$ cat src/rtl/i2s_pkg.sv
// Shared types and constants for the I2S transmitter.
package i2s_pkg;

   localparam int unsigned I2S_DW = 24;

   // Word-select level that marks the left channel.
   localparam logic I2S_LEFT = 1'b0;

   typedef enum logic [1:0] {
      IDLE  = 2'd0,
      LEFT  = 2'd1,
      RIGHT = 2'd2
   } i2s_tx_state_t;

   // Stereo frame at the default width; the top re-declares it at its own DW.
   typedef struct packed {
      logic [I2S_DW-1:0] left;
      logic [I2S_DW-1:0] right;
   } i2s_sample_t;

endpackage

$ cat src/rtl/i2s_edge_detect.sv
// Registers the clk-synchronous sclk/lrclk levels and flags their edges.
// Reset leaves lrclk_q at the right-channel level so a reset in a right slot raises no edge.
module i2s_edge_detect
   import i2s_pkg::*;
(
   input  logic clk_i,
   input  logic rst_n_i,
   input  logic sclk_i,
   input  logic lrclk_i,
   output logic sclk_fall_o,
   output logic lr_fall_o,
   output logic lr_rise_o
);

   logic sclk_q;
   logic lrclk_q;

   always_ff @(posedge clk_i) begin
      if (!rst_n_i) begin
         sclk_q  <= 1'b0;
         lrclk_q <= ~I2S_LEFT;
      end else begin
         sclk_q  <= sclk_i;
         lrclk_q <= lrclk_i;
      end
   end

   assign sclk_fall_o = sclk_q & ~sclk_i;
   assign lr_fall_o   = (lrclk_q != I2S_LEFT) & (lrclk_i == I2S_LEFT);
   assign lr_rise_o   = (lrclk_q == I2S_LEFT) & (lrclk_i != I2S_LEFT);

endmodule

$ cat src/rtl/i2s_tx.sv
// Philips I2S transmitter: one-frame buffer, MSB-first on sclk falls with a one-bit delay.
// A frame goes out at the next left start; s_tready drops while the buffer is full except on the unload cycle.
module i2s_tx
   import i2s_pkg::*;
#(
   parameter int DW = I2S_DW
) (
   input  logic          clk_i,
   input  logic          rst_n_i,
   input  logic          en_i,
   input  logic          sclk_i,
   input  logic          lrclk_i,
   input  logic [2*DW-1:0] s_tdata_i,
   input  logic          s_tvalid_i,
   output logic          s_tready_o,
   output logic          sdata_o,
   output logic          underrun_o
);

   typedef struct packed {
      logic [DW-1:0] left;
      logic [DW-1:0] right;
   } sample_t;

   logic sclk_fall;
   logic lr_fall;
   logic lr_rise;

   i2s_edge_detect u_edge (
      .clk_i       (clk_i),
      .rst_n_i     (rst_n_i),
      .sclk_i      (sclk_i),
      .lrclk_i     (lrclk_i),
      .sclk_fall_o (sclk_fall),
      .lr_fall_o   (lr_fall),
      .lr_rise_o   (lr_rise)
   );

   sample_t buf_q;
   sample_t buf_d;
   logic    buf_full_q;
   logic    buf_full_d;
   logic    unload;
   logic    accept;

   assign unload     = lr_fall & en_i;
   assign s_tready_o = ~buf_full_q | unload;
   assign accept     = s_tvalid_i & s_tready_o;

   // A write on the unload cycle refills the slot the outgoing frame just vacated.
   always_comb begin
      buf_d      = buf_q;
      buf_full_d = buf_full_q;
      if (accept) begin
         buf_d      = sample_t'(s_tdata_i);
         buf_full_d = 1'b1;
      end else if (unload) begin
         buf_full_d = 1'b0;
      end
   end

   always_ff @(posedge clk_i) begin
      if (!rst_n_i) begin
         buf_q      <= '0;
         buf_full_q <= 1'b0;
      end else begin
         buf_q      <= buf_d;
         buf_full_q <= buf_full_d;
      end
   end

   i2s_tx_state_t state_q;
   logic [DW-1:0] shift_q;
   logic [DW-1:0] right_q;
   logic          sdata_q;
   logic          underrun_q;

   always_ff @(posedge clk_i) begin
      if (!rst_n_i) begin
         state_q    <= IDLE;
         shift_q    <= '0;
         right_q    <= '0;
         sdata_q    <= 1'b0;
         underrun_q <= 1'b0;
      end else if (!en_i) begin
         state_q    <= IDLE;
         shift_q    <= '0;
         sdata_q    <= 1'b0;
         underrun_q <= 1'b0;
      end else begin
         underrun_q <= 1'b0;
         // Loads take priority over a coincident sclk fall, which yields the one-bit delay.
         if (lr_fall) begin
            state_q <= LEFT;
            if (buf_full_q) begin
               shift_q <= buf_q.left;
               right_q <= buf_q.right;
            end else begin
               shift_q    <= '0;
               right_q    <= '0;
               underrun_q <= 1'b1;
            end
         end else if (lr_rise) begin
            if (state_q == LEFT) begin
               state_q <= RIGHT;
               shift_q <= right_q;
            end
         end else if (sclk_fall && (state_q != IDLE)) begin
            sdata_q <= shift_q[DW-1];
            shift_q <= {shift_q[DW-2:0], 1'b0};
         end
      end
   end

   assign sdata_o    = sdata_q;
   assign underrun_o = underrun_q;

endmodule

$ cat config.mk
export PLATFORM = sky130hd
export DESIGN_NAME = i2s_tx
export DESIGN_NICKNAME = d
export VERILOG_FILES = /design/src/rtl/i2s_pkg.sv /design/src/rtl/i2s_edge_detect.sv /design/src/rtl/i2s_tx.sv
export SDC_FILE = /design/constraint.sdc
export NUM_CORES = 1
export LEC_CHECK = 0
export ABC_AREA = 1
export BUFFER_PORTS_ARGS = -buffer_cell sky130_fd_sc_hd__buf_4
export CORE_MARGIN = 3
export CORE_UTILIZATION = 59
export CTS_BUF_LIST = sky130_fd_sc_hd__clkbuf_4 sky130_fd_sc_hd__clkbuf_8
export DETAILED_ROUTE_END_ITERATION = 10
export GPL_TIMING_DRIVEN = 0
export PLACE_DENSITY = 0.87
export SETUP_SLACK_MARGIN = 0.5
export SLEW_MARGIN = 20
export SYNTH_ARGS = -nofsm -noshare
export SYNTH_HDL_FRONTEND = slang
export SYNTH_SLANG_ARGS = --single-unit
$ cat constraint.sdc
create_clock -name clk_i -period 1.92 [get_ports clk_i]
set_clock_uncertainty 0.1 [all_clocks]
set_input_delay 0.384 -clock clk_i [delete_from_list [all_inputs] [get_ports clk_i]]
set_output_delay 0.384 -clock clk_i [all_outputs]
set_load 0.01 [all_outputs]
==> flow_summary.toml <==
[logic_synthesis]
ys_warn_count = 0
synth_fa_ha_area_frac = 0.00581
syn_area_mm2 = 0.00430
ys_ff_latch = 103
synth-compound-area-share = 0.150
synth_mux_area_frac = 0
yosys.area.top_type = "dfxtp_1"
synth_top_family_by_area = "simple AND/OR/NAND/NOR gates"
syn-mean-instance-area_um2 = 7.06
ys_types = 27
synth-xor-area-share = 0
netlist_instances = 610
syn_nets = 666
yosysSeqAreaShare = 0.479
synth-simple-area-share = 0.281
yosys-top-cells-area = "dfxtp_1, nor2_1, nand2_1, o21ai_0, a21oi_1"
synth.top_cell.area_share = 0.479

[sta]
timing.fmax_mhz = 504
rsz0062_at_grt = "true"
worst_pin_slew_ns = 0.849
slew_headroom = 0.434
fin_ws_ns = -0.0634
drv_slew = 0
setup_viol = 1
hold_viol = 0
finalCritPeriodShare = 1.03
min_period_ns = 1.98

[setup_path]
crit_buf_inv = 4
critPathKind = "flip-flop to flip-flop"
required_ns = 2.15
critical_path.endpoint_type = "flip-flop"
max_stage_delay_ns = 0.42
crit_arrival_ns = 2.21
cp_slowest_cell = "o21ai_1"
cp-start-kind = "flip-flop"
path_delay_family = "buffers and inverters"
critPathMaxFanout = 10
cp_cell_sequence = "buf_4 > inv_2 > ha_4 > buf_12 > buf_6 > o21ai_1 > o21ai_1 > nor2_1 > nor2_1"

[floorplanning]
die_h_um = 91.4
die_width_um = 91.4
design.core.area_mm2 = 0.00694
pin_count = 57
die-area_mm2 = 0.00836
num_rows = 30
start_util = 0.620

[clock_network]
htreeDepth = 3
clockBufferDepth = 2
holdBufCountCts = 0
cts_root_buf = "clkbuf_8"
cts-buffers-inserted = 9
cts_sinks = 103
clkSlewWorstSetupHoldPaths_ns = 0.11
worstSkewPairLatency_ns = 0.41
tritoncts = "done"

[detailed_routing]
wirelength_um = 20900
drtIter0Drc = 1001
dr.pass1.iters = 8
num_vias = 5515
drc = 0
postRouteAntennaNets = 0
post_drt_wl_per_cell_um = 25.7
via_per_inst = 6.78

[layout]
diodes = 0
area_growth_pct = 52.3
drive_gt1_frac = 0.404
nFillCells = 201
fin_cells = 813
utilization = 0.944
fin_area_mm2 = 0.00656
multi_input_area_mm2 = 0.00266
seqCellArea_mm2 = 0.00206
nNetsFinal = 768

[run]
max-cap-violations = 0

[placed_design]
place_ws_ns = -0.0406
placed_area_mm2 = 0.00491
dp.cells = 761
place_congestion = 0.899
io_buffers = 55
hpwl_um = 7370

[outcome]
violations = "setup timing"
status = "finished, violations left"

[grt]
grt_max_degree = 20
antenna_found_initial = 0
grt_pass1_wl_um = 23800
grt_pass1_vias = 4669
grt.overflow.total = 0
grt.total_usage = 0.364

[pwr]
leakage_nw = 2.67
ir_drop_mv = 0.580
powerDensity_mw_per_mm2 = 778

[min_path]
hold_path_class = "input port to flip-flop"
[what timing repair did]
item,4_1_cts,5_1_grt
endpoints found under the hold margin,0,0
pin swaps,36,35
resized for setup,179,176
gates cloned,12,3
setup endpoints to repair,87,99
buffers inserted,15,6
[worst register-to-register path, cell delays in order (launching register included)]
cell	delay [ns]
dfxtp_2	0.35
buf_4	0.13
inv_2	0.06
ha_4	0.14
buf_12	0.15
buf_6	0.19
o21ai_1	0.10
o21ai_1	0.42
nor2_1	0.11
nor2_1	0.17
[logic make-up after synthesis]
group           count (synthesis)
flops                         103
buf+inv                        75
simple gates                  305
compound gates                125
fa+ha+maj                       2
[report_power, final]
part	internal, mW	total (mW)	switching (mW)
combinational	0.553	1.27	0.714
clock	0.527	1.43	0.904
sequential	2.26	2.41	0.145
total	3.34	5.10	1.76
[routing by layer]
layer  track usage  share of wire
met5             0              0
met4         0.215           0.10
met3        0.0920           0.14
met2         0.612           0.43
met1         0.415           0.33
[stage by stage]
step | hold slack [ns] | setup TNS, ns | power [mW]
6_report | 0.100 | -0.0634 | 5.10
5_1_grt | 0.117 | -0.0142 | 5.17
4_1_cts | 0.109 | 0 | 4.61
3_5_place_dp | 0.356 | -0.203 | 3.01
3_3_place_gp | 0.350 | -0.0186 | 2.98
2_1_floorplan | 0.336 | 0 | 2.78
[area by class of cell]
cell class / count / share of cell area
buffer: 36 / 0.0677
sequential: 103 / 0.315
timing repair buffer: 90 / 0.136
clock buffer: 10 / 0.0200
tap: 96 / 0.0183
multi-input combinational: 433 / 0.405
inverter: 39 / 0.0290
clock inverter: 6 / 0.00916
[registers in the layout, summed over array words and instances (netlist names)]
name / cells
buf_q: 48
right_q: 24
shift_q: 24
state_q: 2
buf_full_q: 1
sdata_o: 1
u_edge.lrclk_q: 1
u_edge.sclk_q: 1
underrun_o: 1
[synthesized netlist by cell type]
library cell	count
nor2_1	146
clkbuf_1	12
buf_8	1
o21ai_0	78
clkbuf_2	1
o21bai_1	5
nand2_4	2
o31ai_1	1
a21oi_1	33
o21ai_1	6
clkinv_1	1
buf_4	1
nand3_1	8
nand2_1	132
o211ai_1	1
buf_1	2
ha_1	2
buf_6	6
clkinv_2	1
nor2_2	11
inv_2	2
o21ai_2	1
inv_1	35
nor3_1	2
nand2_2	4
buf_2	13
dfxtp_1	103
[layout by cell type (no fill, tap or decap), types with 4 or more instances in the layout]
cell,n
nand2_1,123
dfxtp_1,101
nor2_1,77
buf_4,68
nor2_4,57
o21ai_1,46
inv_1,31
nor2_2,23
o21ai_2,22
buf_6,22
a21oi_2,18
a21oi_1,15
o21ai_0,13
buf_12,11
nand2_2,11
clkbuf_8,11
buf_8,7
clkbuf_1,5
o21bai_1,5
nand3_1,5
buf_16,5
o21ai_4,4
[path summary, 6_finish.rpt]
check,startpoint,endpoint,slack (ns),depth (start not counted)
worst max-delay path,u_edge.lrclk_q,shift_q[19],-0.06,9
worst min-delay path,sclk_i,u_edge.sclk_q,0.10,3
worst max register to register,u_edge.lrclk_q,shift_q[19],-0.06,9
worst min register to register,right_q[22],right_q[22],0.40,2
(Power assumes the default switching activity.)
